<file path="config.mk">
export PLATFORM = sky130hd
export DESIGN_NAME = vga_timing_gen
export DESIGN_NICKNAME = d
export VERILOG_FILES = /design/src/rtl/vga_timing_pkg.sv /design/src/rtl/sync_delay.sv /design/src/rtl/vga_timing_gen.sv
export SDC_FILE = /design/constraint.sdc
export NUM_CORES = 1
export LEC_CHECK = 0
export CAP_MARGIN = 20
export CORE_MARGIN = 5
export CORE_UTILIZATION = 51
export CTS_CLUSTER_SIZE = 24
export DETAILED_ROUTE_END_ITERATION = 8
export PLACE_DENSITY = 0.8
export SLEW_MARGIN = 5
export SYNTH_ARGS = -nofsm -noshare
export SYNTH_HDL_FRONTEND = slang
export SYNTH_SLANG_ARGS = --single-unit
</file>
<file path="constraint.sdc">
create_clock -name vclock -period 3.5 [get_ports vclock]
set_clock_uncertainty 0.2 [all_clocks]
set_input_delay 0.35 -clock vclock [delete_from_list [all_inputs] [get_ports vclock]]
set_output_delay 0.35 -clock vclock [all_outputs]
set_load 0.01 [all_outputs]
</file>
<file path="src/rtl/vga_timing_pkg.sv">
// Shared video-mode constants and helpers for the raster timing generator.
package vga_timing_pkg;

  typedef struct packed {
    int unsigned active;
    int unsigned fp;
    int unsigned sync;
    int unsigned bp;
  } axis_t;

  // Decoded raster bits, all active-high before polarity is applied.
  typedef struct packed {
    logic hs;
    logic vs;
    logic de;
    logic ls;
    logic fs;
  } timing_bits_t;

  localparam timing_bits_t TimingIdle = '0;

  localparam axis_t Mode640H   = '{active: 640, fp: 16, sync: 96, bp: 48};
  localparam axis_t Mode640V   = '{active: 480, fp: 10, sync: 2, bp: 33};
  localparam bit    Mode640Pol = 1'b0;

  localparam axis_t Mode800H   = '{active: 800, fp: 40, sync: 128, bp: 88};
  localparam axis_t Mode800V   = '{active: 600, fp: 1, sync: 4, bp: 23};
  localparam bit    Mode800Pol = 1'b1;

  function automatic int unsigned axis_total(input axis_t a);
    return a.active + a.fp + a.sync + a.bp;
  endfunction

endpackage

</file>
<file path="src/rtl/sync_delay.sv">
// Enabled shift register with a reset value; zero depth is a plain wire.
module sync_delay #(
  parameter int unsigned       Depth    = 1,
  parameter int unsigned       Width    = 1,
  parameter logic [Width-1:0]  ResetVal = '0
) (
  input  logic             clk_i,
  input  logic             rst_i,
  input  logic             en_i,
  input  logic [Width-1:0] d_i,
  output logic [Width-1:0] q_o
);

  if (Depth == 0) begin : g_wire
    logic unused_ctrl;
    assign unused_ctrl = ^{clk_i, rst_i, en_i};
    assign q_o = d_i;
  end else begin : g_pipe
    logic [Width-1:0] stage_q [Depth];

    always_ff @(posedge clk_i) begin
      if (rst_i) begin
        for (int i = 0; i < Depth; i++) stage_q[i] <= ResetVal;
      end else if (en_i) begin
        stage_q[0] <= d_i;
        for (int i = 1; i < Depth; i++) stage_q[i] <= stage_q[i-1];
      end
    end

    assign q_o = stage_q[Depth-1];
  end

endmodule

</file>
<file path="src/rtl/vga_timing_gen.sv">
// Parametrised raster timing generator: counters, sync/blank/de, line/frame strobes.
module vga_timing_gen
  import vga_timing_pkg::*;
#(
  parameter int unsigned H_ACTIVE   = Mode640H.active,
  parameter int unsigned H_FP       = Mode640H.fp,
  parameter int unsigned H_SYNC     = Mode640H.sync,
  parameter int unsigned H_BP       = Mode640H.bp,
  parameter int unsigned V_ACTIVE   = Mode640V.active,
  parameter int unsigned V_FP       = Mode640V.fp,
  parameter int unsigned V_SYNC     = Mode640V.sync,
  parameter int unsigned V_BP       = Mode640V.bp,
  parameter bit          HSYNC_POL  = Mode640Pol,
  parameter bit          VSYNC_POL  = Mode640Pol,
  parameter int unsigned PIPE_DELAY = 0,
  parameter int unsigned CW         = 12,
  parameter int unsigned FC_W       = 8
) (
  input  logic            vclock,
  input  logic            reset,
  input  logic            ce,
  output logic [CW-1:0]   hcount,
  output logic [CW-1:0]   vcount,
  output logic            hsync,
  output logic            vsync,
  output logic            blank,
  output logic            de,
  output logic            line_start,
  output logic            frame_start,
  output logic [FC_W-1:0] frame_count
);

  localparam axis_t       HAxis  = '{active: H_ACTIVE, fp: H_FP, sync: H_SYNC, bp: H_BP};
  localparam axis_t       VAxis  = '{active: V_ACTIVE, fp: V_FP, sync: V_SYNC, bp: V_BP};
  localparam int unsigned HTotal = axis_total(HAxis);
  localparam int unsigned VTotal = axis_total(VAxis);

  if (H_ACTIVE == 0 || H_FP == 0 || H_SYNC == 0 || H_BP == 0 ||
      V_ACTIVE == 0 || V_FP == 0 || V_SYNC == 0 || V_BP == 0 ||
      CW == 0 || FC_W == 0 || PIPE_DELAY > 15 ||
      64'(HTotal) > (64'd1 << CW) || 64'(VTotal) > (64'd1 << CW)) begin : g_param_check
    $error("vga_timing_gen: invalid timing parameters");
  end

  // Nonzero porches guarantee every threshold is below the total and fits CW bits.
  localparam logic [CW-1:0] HMax      = CW'(HTotal - 1);
  localparam logic [CW-1:0] VMax      = CW'(VTotal - 1);
  localparam logic [CW-1:0] HActEnd   = CW'(H_ACTIVE);
  localparam logic [CW-1:0] VActEnd   = CW'(V_ACTIVE);
  localparam logic [CW-1:0] HSyncBeg  = CW'(H_ACTIVE + H_FP);
  localparam logic [CW-1:0] HSyncEnd  = CW'(H_ACTIVE + H_FP + H_SYNC);
  localparam logic [CW-1:0] VSyncBeg  = CW'(V_ACTIVE + V_FP);
  localparam logic [CW-1:0] VSyncEnd  = CW'(V_ACTIVE + V_FP + V_SYNC);

  logic [CW-1:0]   hcount_q, hcount_d;
  logic [CW-1:0]   vcount_q, vcount_d;
  logic [FC_W-1:0] frame_q, frame_d;
  timing_bits_t    dec_q, dec_d, dly;

  function automatic timing_bits_t decode(input logic [CW-1:0] h, input logic [CW-1:0] v);
    timing_bits_t b;
    b.de = (h < HActEnd) && (v < VActEnd);
    b.hs = (h >= HSyncBeg) && (h < HSyncEnd);
    b.vs = (v >= VSyncBeg) && (v < VSyncEnd);
    b.ls = (h == '0);
    b.fs = (h == '0) && (v == '0);
    return b;
  endfunction

  always_comb begin
    hcount_d = hcount_q;
    vcount_d = vcount_q;
    frame_d  = frame_q;
    if (ce) begin
      if (hcount_q == HMax) begin
        hcount_d = '0;
        if (vcount_q == VMax) begin
          vcount_d = '0;
          frame_d  = frame_q + FC_W'(1);
        end else begin
          vcount_d = vcount_q + CW'(1);
        end
      end else begin
        hcount_d = hcount_q + CW'(1);
      end
    end
  end

  // Decoding the next-state counters keeps the registered bits aligned with hcount/vcount.
  assign dec_d = decode(hcount_d, vcount_d);

  always_ff @(posedge vclock) begin
    if (reset) begin
      hcount_q <= '0;
      vcount_q <= '0;
      frame_q  <= '0;
      dec_q    <= decode('0, '0);
    end else begin
      hcount_q <= hcount_d;
      vcount_q <= vcount_d;
      frame_q  <= frame_d;
      dec_q    <= dec_d;
    end
  end

  sync_delay #(
    .Depth   (PIPE_DELAY),
    .Width   ($bits(timing_bits_t)),
    .ResetVal(TimingIdle)
  ) u_delay (
    .clk_i(vclock),
    .rst_i(reset),
    .en_i (ce),
    .d_i  (dec_q),
    .q_o  (dly)
  );

  assign hcount      = hcount_q;
  assign vcount      = vcount_q;
  assign frame_count = frame_q;
  assign hsync       = dly.hs ^ ~HSYNC_POL;
  assign vsync       = dly.vs ^ ~VSYNC_POL;
  assign de          = dly.de;
  assign blank       = ~dly.de;
  // Gating with ce keeps each strobe one vclock wide when ce is sparse.
  assign line_start  = dly.ls & ce;
  assign frame_start = dly.fs & ce;

endmodule
</file>
==> reports/qor.yml, run 1 <==
detailed_routing:
  wl_um: 5140
  wl_per_cell_um: 15.1
  avgViaCountPerCell: 5.72
  ant_nets: 0
  route.detailed.drc: 0
  dr.pass1.iters: 5
  first_iter_violations: 172
  dr_total_vias: 1945
finish:
  syn_to_final_growth_pct: 26.1
  layout.nets: 296
  layout_commonest_cell: "clkdlybuf4s50_1"
  final_cell_mix: "clkdlybuf4s50_1 (40), nor2_1 (39), dfxtp_1 (37), nand2_1 (16), xnor2_1 (16)"
  layout-drive-gt1-share_pct: 6.55
  final_cell_area_um2: 2570
  diodes: 0
timing:
  rsz0062_at_grt: "false"
  slew_headroom_pct: 63.4
  tns_ns: 0
  fmax_ghz: 0.332
  period_needed_ns: 3.01
  finalMaxSlewViolations: 0
  hold_viol: 0
  tightest_slew_ns: 0.544
  setup_violations: 0
  fin_crit_sh_pct: 86.1
grt:
  grt_overflow: 0
  grt_start_max_net_pins: 21
  antenna_found_initial: 0
  grt_pass1_vias: 1816
  grt_pass1_wl_um: 8790
  track_usage_pct: 20.9
setup_path:
  critical_path_class: "reg -> reg"
  arrival_ns: 3.06
  crit_chain: "ha_1 > nand2_1 > or4_1 > nor2_1 > xnor2_1 > or4_1 > and4bb_1"
  worst_path_most_repeated_cell: "or4_1"
  slowest_delay_ns: 0.74
  cp_slowest_cell: "or4_1"
  worstPathMaxFanout: 8
  start_kind: "flop"
  crit_buf_inv: 0
  crit_required_ns: 3.54
  cp-end-kind: "flop"
  path_delay_family: "simple AND/OR/NAND/NOR gates"
clock_tree:
  cts_root_buffer: "clkbuf_8"
  cts_htree_levels: 2
  clock_sinks: 37
  cts_hold_buf: 0
  cts_resized: 0
  cts_tree: "built"
  post_cts_buffers: 0
  clk_pin_slew_worst_paths_ns: 0.08
  clk_latency_ns: 0.30
  clk_path_buf_depth: 2
  cts_buffers: 5
logic_synthesis:
  synth_edf_count: 0
  synthTopCellsByArea: "dfxtp_1 (36%), nor2_1 (7.2%), xnor2_1 (6.9%)"
  synthesis.instances: 251
  avgSynthCellArea_um2: 8.11
  yosys_register_bits: 37
  synth.distinct_cells: 47
  synth.yosys.seq_area_share_pct: 36.4
  synth_top_area_share_pct: 36.4
  yosys.area.top_type: "dfxtp_1"
  synth_nets: 258
  synthArstFlopShare_pct: 0
  ys_warn_count: 0
  syn_area_um2: 2030
  ys.flop_type: "dfxtp_1"
placement:
  gp_congestion: 0.952
  dp_hpwl_um: 3740
  place_area_um2: 2480
  port_buffers: 40
outcome:
  status: "finished clean"
pwr:
  power_per_cell_area_nw_per_um2: 295
  p_leak_nw: 0.917
  vdd_drop_max_v: 0.000292
worst_hold_path:
  hold_path_class: "reg -> reg"
die:
  die_h_um: 73.2
  io_pins: 41
  core_um2: 3940
  rows: 23
  start_util_pct: 51.6
  dieArea_um2: 5350
  fp.dieW_um: 73.2
run:
  cap_violations: 0
## path summary, 6_finish.rpt
| kind | from | to | slack, ns | cells past startpoint |
|---|---|---|---|---|
| setup / recovery | hcount[0] | dec_q[3] | 0.49 | 7 |
| hold / removal | frame_count[5] | frame_count[5] | 0.31 | 2 |
| setup reg to reg | hcount[0] | dec_q[3] | 0.49 | 7 |
| hold reg to reg | frame_count[5] | frame_count[5] | 0.31 | 2 |
## sequential cells by signal (all words and copies together) (netlist names)
| name | count |
|---|---|
| hcount | 12 |
| vcount | 12 |
| frame_count | 8 |
| dec_q | 5 |
## worst register-to-register path, cell delays in order, from the launching register on
cell and delay (ns):
dfxtp_1 0.46, ha_1 0.26, nand2_1 0.18, or4_1 0.74, nor2_1 0.20, xnor2_1 0.12, or4_1 0.54, and4bb_1 0.27
## Yosys cell counts (5+ instances only)
| cell type | n |
|---|---|
| xnor2_1 | 16 |
| and3_1 | 8 |
| nand3_1 | 8 |
| a21oi_1 | 9 |
| nand2_1 | 16 |
| dfxtp_1 | 37 |
| nor4_1 | 6 |
| nand2b_1 | 5 |
| nor3_1 | 10 |
| o21ai_0 | 9 |
| clkbuf_1 | 12 |
| xor2_1 | 10 |
| nand4_1 | 8 |
| nor2_1 | 39 |
| or3_1 | 5 |
| inv_1 | 7 |
## logic make-up (layout without fill, tap and decap cells)
| group | Yosys count | after routing | synth area share (%) |
|---|---|---|---|
| compound gates | 32 | 32 | 10.1 |
| xor+xnor | 26 | 26 | 11.2 |
| fa+ha+maj | 4 | 4 | 2.46 |
| buf+inv | 21 | 60 | 4.00 |
| flops | 37 | 37 | 36.4 |
| mux | 3 | 3 | 1.54 |
| simple gates | 128 | 128 | 34.3 |
## report_power, final
part,internal (mW),total (mW),switching (mW)
Clock,0.137,0.294,0.157
Combinational,0.0172,0.0359,0.0187
Sequential,0.425,0.428,0.00343
Total,0.579,0.758,0.179
## cell type report
class	count	area (um^2)
Fill cell	341	1380
Multi-Input combinational cell	193	1210
Sequential cell	37	741
Timing Repair Buffer	45	438
Clock buffer	5	68.8
Tap cell	50	62.6
Inverter	7	26.3
Clock inverter	3	17.5
## metal layers
layer / wire length [um] / vias up / GRT usage (%) / share of wire [%]
met1: 2390 / 888 / 29.0 / 46
met4: 85 / 0 / 8.20 / 1.7
met3: 395 / 13 / 5.79 / 7.7
li1: - / 962 / - / -
met5: 0 / - / 0 / 0
met2: 2270 / 82 / 30.7 / 44
## metrics by stage
stage	setup WS, ns	cells	utilization, %	power (mW)	hold WS (ns)
2_1_floorplan	0.736	251	-	0.456	0.227
3_3_place_gp	0.451	332	62.9	0.473	0.283
3_5_place_dp	0.385	332	62.9	0.474	0.304
4_1_cts	0.483	340	65.1	0.762	0.316
5_1_grt	0.294	340	65.1	0.781	0.365
6_report	0.486	340	65.1	0.758	0.311
Power figures use the tool's default switching activity.
==> run 2: changes to the inputs <==
--- a/config.mk
+++ b/config.mk
@@ -6,7 +6,7 @@
 export NUM_CORES = 1
 export LEC_CHECK = 0
 export CAP_MARGIN = 20
-export CORE_MARGIN = 5
+export CORE_MARGIN = 2
 export CORE_UTILIZATION = 51
 export CTS_CLUSTER_SIZE = 24
 export DETAILED_ROUTE_END_ITERATION = 8
==> run 2 against run 1 <==
  * Critical path depth is the same
  * Die area shrank 16%
  * Wire length fell by 5.8%
  * Worst setup slack better by 0.0093 ns
  * Sequential power hardly changed
  * Hold slack better by 0.0035 ns
  * Final area fell by 0.68%
  * Count of clock-buffer cells in the layout increased by 2
  * Largest cell class unchanged
==> reports/qor.yml, run 2 (synthesized netlist as in run 1, its figures left out) <==
outcome:
  status: "finished clean"
detailed_routing:
  wl_per_cell_um: 14.4  # -4.4%
  dr.pass1.iters: 5  # unchanged
  met3_length_um: 378  # -4.3%
  dr_total_vias: 1950  # +0.26%
  ant_nets: 0  # unchanged
  avgViaCountPerCell: 5.82  # +1.8%
  wl_met2_um: 2170  # -4.2%
  highest_layer: "met4"
  m1WireLength_um: 2230  # -6.5%
  wl_um: 4840  # -5.8%
  first_iter_violations: 181  # +5.2%
  route.detailed.drc: 0  # unchanged
clock_tree:
  cts_htree_levels: 2  # unchanged
  cts_tree: "built"
  cts_resized: 0  # unchanged
  clk_latency_ns: 0.28  # -0.02 ns
  cts_hold_buf: 0  # unchanged
  clk_pin_slew_worst_paths_ns: 0.07  # about the same
  post_cts_buffers: 0  # unchanged
  cts_root_buffer: "clkbuf_8"
  clk_path_buf_depth: 2  # unchanged
  cts_buffers: 5  # unchanged
  clock_sinks: 37  # unchanged
grt:
  antenna_found_initial: 0  # unchanged
  grt_overflow: 0  # unchanged
  track_usage_pct: 24.5  # +3.5 points
  grt_pass1_vias: 1806  # -0.55%
  grt_pass1_wl_um: 8310  # -5.4%
  grt_start_max_net_pins: 20  # -4.8%
pwr:
  power_per_cell_area_nw_per_um2: 299  # +1.4%
  vdd_drop_max_v: 0.000207  # -29%
  p_leak_nw: 0.907  # -1.1%
die:
  dieArea_um2: 4510  # -16%
  core_um2: 3740  # -5.0%
  rows: 22  # -4.3%
  fp.dieW_um: 67.2  # -8.2%
  io_pins: 41  # unchanged
  die_h_um: 67.2  # -8.2%
  start_util_pct: 54.3  # +2.7 points
timing:
  slew_headroom_pct: 52.9  # -11 points
  period_needed_ns: 3.00  # -0.00929 ns
  rsz0062_at_grt: "false"
  hold_viol: 0  # unchanged
  setup_violations: 0  # unchanged
  tightest_slew_ns: 0.705  # +0.160 ns
  fin_crit_sh_pct: 85.8  # -0.27 points
  finalMaxSlewViolations: 0  # unchanged
  fmax_ghz: 0.333  # +0.31%
  tns_ns: 0  # unchanged
finish:
  syn_to_final_growth_pct: 25.3
  layout_commonest_cell: "clkdlybuf4s50_1"
  diodes: 0  # unchanged
  fill_cells: 334  # -2.1%
  layout.nets: 294  # -0.68%
  final_cell_mix: "clkdlybuf4s50_1 (40), nor2_1 (39), dfxtp_1 (37), nand2_1 (16), xnor2_1 (16)"
  final_util_pct: 68.1  # +3.0 points
  layout-drive-gt1-share_pct: 5.23  # -1.3 points
placement:
  dp_hpwl_um: 3440  # -8.1%
  port_buffers: 40  # unchanged
  gp_congestion: 0.913  # -4.1%
setup_path:
  cp-end-kind: "flop"
  critical_path_class: "reg -> reg"
  start_kind: "flop"
  arrival_ns: 3.04  # -0.02 ns
  crit_required_ns: 3.53  # about the same
  worstPathMaxFanout: 8  # unchanged
worst_hold_path:
  hold_path_class: "reg -> reg"
run:
  cap_violations: 0  # unchanged
run 2: cell count changes in the layout (fill, tap and decap cells not counted):
cell / previous run / this run
clkbuf_8: 5 / 6
buf_4: 5 / 3
clkinvlp_4: 1 / 0
clkbuf_1: 0 / 1
clkinv_2: 2 / 0
run 2: worst paths after layout:
path	startpoint	to	slack [ns]	depth (start not counted)
max reg2reg	hcount[0]	dec_q[3]	0.50	7
min reg2reg	frame_count[5]	frame_count[5]	0.32	2
min	frame_count[5]	frame_count[5]	0.32	2
max	hcount[0]	dec_q[3]	0.50	7
run 2: report_power, final:
group	switching [mW]	internal (mW)
Combinational	0.0188	0.0171
Clock	0.143	0.156
Sequential	0.00324	0.425
Total	0.165	0.598
run 2: cell type report:
cell class / count / area [um^2] / area share (%)
Multi-Input combinational cell: 193 / 1210 / 47.6
Clock buffer: 7 / 86.3 / 3.39
Inverter: 7 / 26.3 / 1.03
Tap cell: 48 / 60.1 / 2.36
Sequential cell: 37 / 741 / 29.1
Timing Repair Buffer: 43 / 423 / 16.6
run 2: metrics by stage:
| stage | std cells | cell area [um^2] | hold slack (ns) | setup slack, ns | total power [mW] |
|---|---|---|---|---|---|
| 2_1_floorplan | 251 | 2030 | 0.227 | 0.736 | 0.456 |
| 3_3_place_gp | 328 | 2460 | 0.286 | 0.452 | 0.473 |
| 3_5_place_dp | 328 | 2460 | 0.304 | 0.391 | 0.473 |
| 4_1_cts | 335 | 2550 | 0.313 | 0.502 | 0.769 |
| 5_1_grt | 335 | 2550 | 0.363 | 0.312 | 0.795 |
| 6_report | 335 | 2550 | 0.315 | 0.496 | 0.763 |
run 2: per-layer routing:
layer,global-route usage [%],vias to the layer above
met3,6.50,4
met5,0,-
met2,36.6,78
met4,11.2,0
li1,-,958
met1,32.9,910
run 2: critical path, stage by stage (launching register included):
cell      delay (ns)
dfxtp_1         0.44
ha_1            0.25
nand2_1         0.18
or4_1           0.75
nor3_4          0.18
xnor2_1         0.11
or4_1           0.56
and4bb_1        0.28
==> run 3: changes to the inputs <==
--- a/config.mk
+++ b/config.mk
@@ -8,8 +8,10 @@
 export CAP_MARGIN = 20
 export CORE_MARGIN = 2
 export CORE_UTILIZATION = 51
+export CTS_CLUSTER_DIAMETER = 100
 export CTS_CLUSTER_SIZE = 24
 export DETAILED_ROUTE_END_ITERATION = 8
+export HOLD_SLACK_MARGIN = 0.03
 export PLACE_DENSITY = 0.8
 export SLEW_MARGIN = 5
 export SYNTH_ARGS = -nofsm -noshare
==> constraint.sdc (replaced) <==
create_clock -name vclock -period 3.5 [get_ports vclock]
set_clock_uncertainty 0.2 [all_clocks]
set_input_delay 0.875 -clock vclock [delete_from_list [all_inputs] [get_ports vclock]]
set_output_delay 0.875 -clock vclock [all_outputs]
set_load 0.01 [all_outputs]
==> run 3 against run 2 <==
  * Sequential cell count did not move
  * First-iteration DRC count is 47% lower
  * Clock power decreased by 5%
  * Worst setup slack got worse by 0.31 ns
  * Largest cell class unchanged
  * Die area stayed put
  * Global-route usage fell by 1.5 points
  * Count of clock-buffer cells in the layout shrank 1
  * Hold slack improved by 0.0027 ns
  * Non-clock buffer count rose by 5
  * Power fell by 2.0%
==> reports/qor.yml, run 3 (synthesized netlist as in run 1, its figures left out) <==
die:
  dieArea_um2: 4510  # unchanged
  die_h_um: 67.2  # unchanged
  core_um2: 3740  # unchanged
  fp.dieW_um: 67.2  # unchanged
  io_pins: 41  # unchanged
  rows: 22  # unchanged
  start_util_pct: 54.3  # unchanged
timing:
  fin_crit_sh_pct: 94.6  # +8.8 points
  fmax_ghz: 0.302  # -9.3%
  tightest_slew_ns: 0.701  # -0.00372 ns
  slew_headroom_pct: 53.1  # +0.25 points
  setup_violations: 0  # unchanged
  tns_ns: 0  # unchanged
  period_needed_ns: 3.31  # +0.308 ns
  hold_viol: 0  # unchanged
  finalMaxSlewViolations: 0  # unchanged
  rsz0062_at_grt: "false"
placement:
  dp_hpwl_um: 3540  # +2.9%
  port_buffers: 40  # unchanged
  gp_congestion: 0.914  # about the same
  place_area_um2: 2500  # +1.5%
detailed_routing:
  dr.pass1.iters: 4  # -1
  ant_nets: 0  # unchanged
  wl_um: 4830  # -0.29%
  wl_per_cell_um: 14.1  # -2.0%
  first_iter_violations: 96  # -47%
  route.detailed.drc: 0  # unchanged
  dr_total_vias: 1943  # -0.36%
  avgViaCountPerCell: 5.70  # -2.1%
finish:
  final_util_pct: 69.0  # +0.90 points
  fill_cells: 333  # -0.30%
  layout-drive-gt1-share_pct: 7.17  # +1.9 points
  final_cell_area_um2: 2580  # +1.3%
  syn_to_final_growth_pct: 26.9
  layout.nets: 299  # +1.7%
  layout_commonest_cell: "clkdlybuf4s50_1"
  final_cell_mix: "clkdlybuf4s50_1 (40), nor2_1 (39), dfxtp_1 (37), nand2_1 (16), xnor2_1 (16)"
  diodes: 0  # unchanged
run:
  cap_violations: 0  # unchanged
setup_path:
  arrival_ns: 2.24  # -0.80 ns
  worstPathMaxFanout: 13  # +5
  critical_path_class: "in -> out"
  crit_required_ns: 2.42  # -1.11 ns
  r2r_start: "hcount[0]"
  cp-end-kind: "output port"
  crit_start: "ce"
  start_kind: "input pin"
grt:
  grt_start_max_net_pins: 19  # -5.0%
  track_usage_pct: 22.9  # -1.5 points
  antenna_found_initial: 0  # unchanged
  grt_pass1_vias: 1781  # -1.4%
  grt_overflow: 0  # unchanged
  grt_pass1_wl_um: 8010  # -3.7%
pwr:
  vdd_drop_max_v: 0.000272  # +31%
  p_leak_nw: 0.931  # +2.6%
  pwr-share-seq_pct: 57.3  # +1.2 points
  pwr-share-comb_pct: 4.8  # about the same
  switching_share_pct: 22.4  # +0.84 points
  internal_power_mw: 0.580  # -3.0%
  switching_power_mw: 0.168  # +1.8%
  power_per_cell_area_nw_per_um2: 290  # -3.3%
  clkPwrFrac_pct: 37.9  # -1.3 points
  p_total_mw: 0.748  # -2.0%
outcome:
  status: "finished clean"
clock_tree:
  cts_hold_buf: 0  # unchanged
  clk_latency_ns: 0.29  # about the same
  clk_pin_slew_worst_paths_ns: 0.06  # about the same
  clk_path_buf_depth: 2  # unchanged
  cts_tree: "built"
  cts_root_buffer: "clkbuf_8"
  cts_buffers: 5  # unchanged
  post_cts_buffers: 0  # unchanged
  clock_sinks: 37  # unchanged
  cts_htree_levels: 2  # unchanged
  cts_resized: 0  # unchanged
worst_hold_path:
  hold_start: "frame_count[5]"
  hold_path_class: "reg -> reg"
-- run 3: cell types whose count changed in the layout (fill, tap and decap cells not counted), sizes merged --
cell / delta
clkbuf: -1
clkinv: +2
buf: +5
-- run 3: path summary, 6_finish.rpt --
| check | slack, ns | to | cells after the start |
|---|---|---|---|
| worst max register to register | 0.60 | dec_q[3] | 8 |
| worst max-delay path | 0.19 | line_start | 4 |
| worst min register to register | 0.32 | frame_count[5] | 2 |
| worst min-delay path | 0.32 | frame_count[5] | 2 |
-- run 3: per-layer routing --
| layer | global-route usage [%] | share of wire, % | vias to the layer above |
|---|---|---|---|
| li1 | - | - | 969 |
| met1 | 32.7 | 47 | 907 |
| met2 | 35.6 | 46 | 65 |
| met3 | 4.83 | 6.8 | 2 |
| met4 | 5.36 | 0.41 | 0 |
| met5 | 0 | 0 | - |
-- run 3: final cells by class --
class | count | area (um^2) | area share (%)
tap | 48 | 60.1 | 2.33
clock buffer | 6 | 72.6 | 2.81
inverter | 7 | 26.3 | 1.02
sequential | 37 | 741 | 28.7
multi-input combinational | 193 | 1210 | 46.9
timing repair buffer | 48 | 460 | 17.8
clock inverter | 2 | 10.0 | 0.388
-- run 3: power by group through the flow --
stage / logic [mW] / registers (mW) / clock network [mW]
after floorplan: 0.0186 / 0.438 / 0
after detailed placement: 0.0361 / 0.438 / 0
after CTS: 0.0363 / 0.428 / 0.290
final: 0.0360 / 0.428 / 0.283
after global routing: 0.0394 / 0.428 / 0.312
after global placement: 0.0357 / 0.438 / 0
-- run 3: critical path, cell delays in order --
cell and delay, ns:
clkdlybuf4s50_1 0.48, buf_4 0.19, and2_1 0.15, clkdlybuf4s50_1 0.53
-- run 3: stage by stage --
stage          setup slack (ns)  instances  hold WS (ns)
2_1_floorplan             0.566        251         0.310
3_3_place_gp              0.112        333         0.290
3_5_place_dp            -0.0263        333         0.321
4_1_cts                   0.183        341         0.331
5_1_grt                   0.121        341         0.354
6_report                  0.188        341         0.318
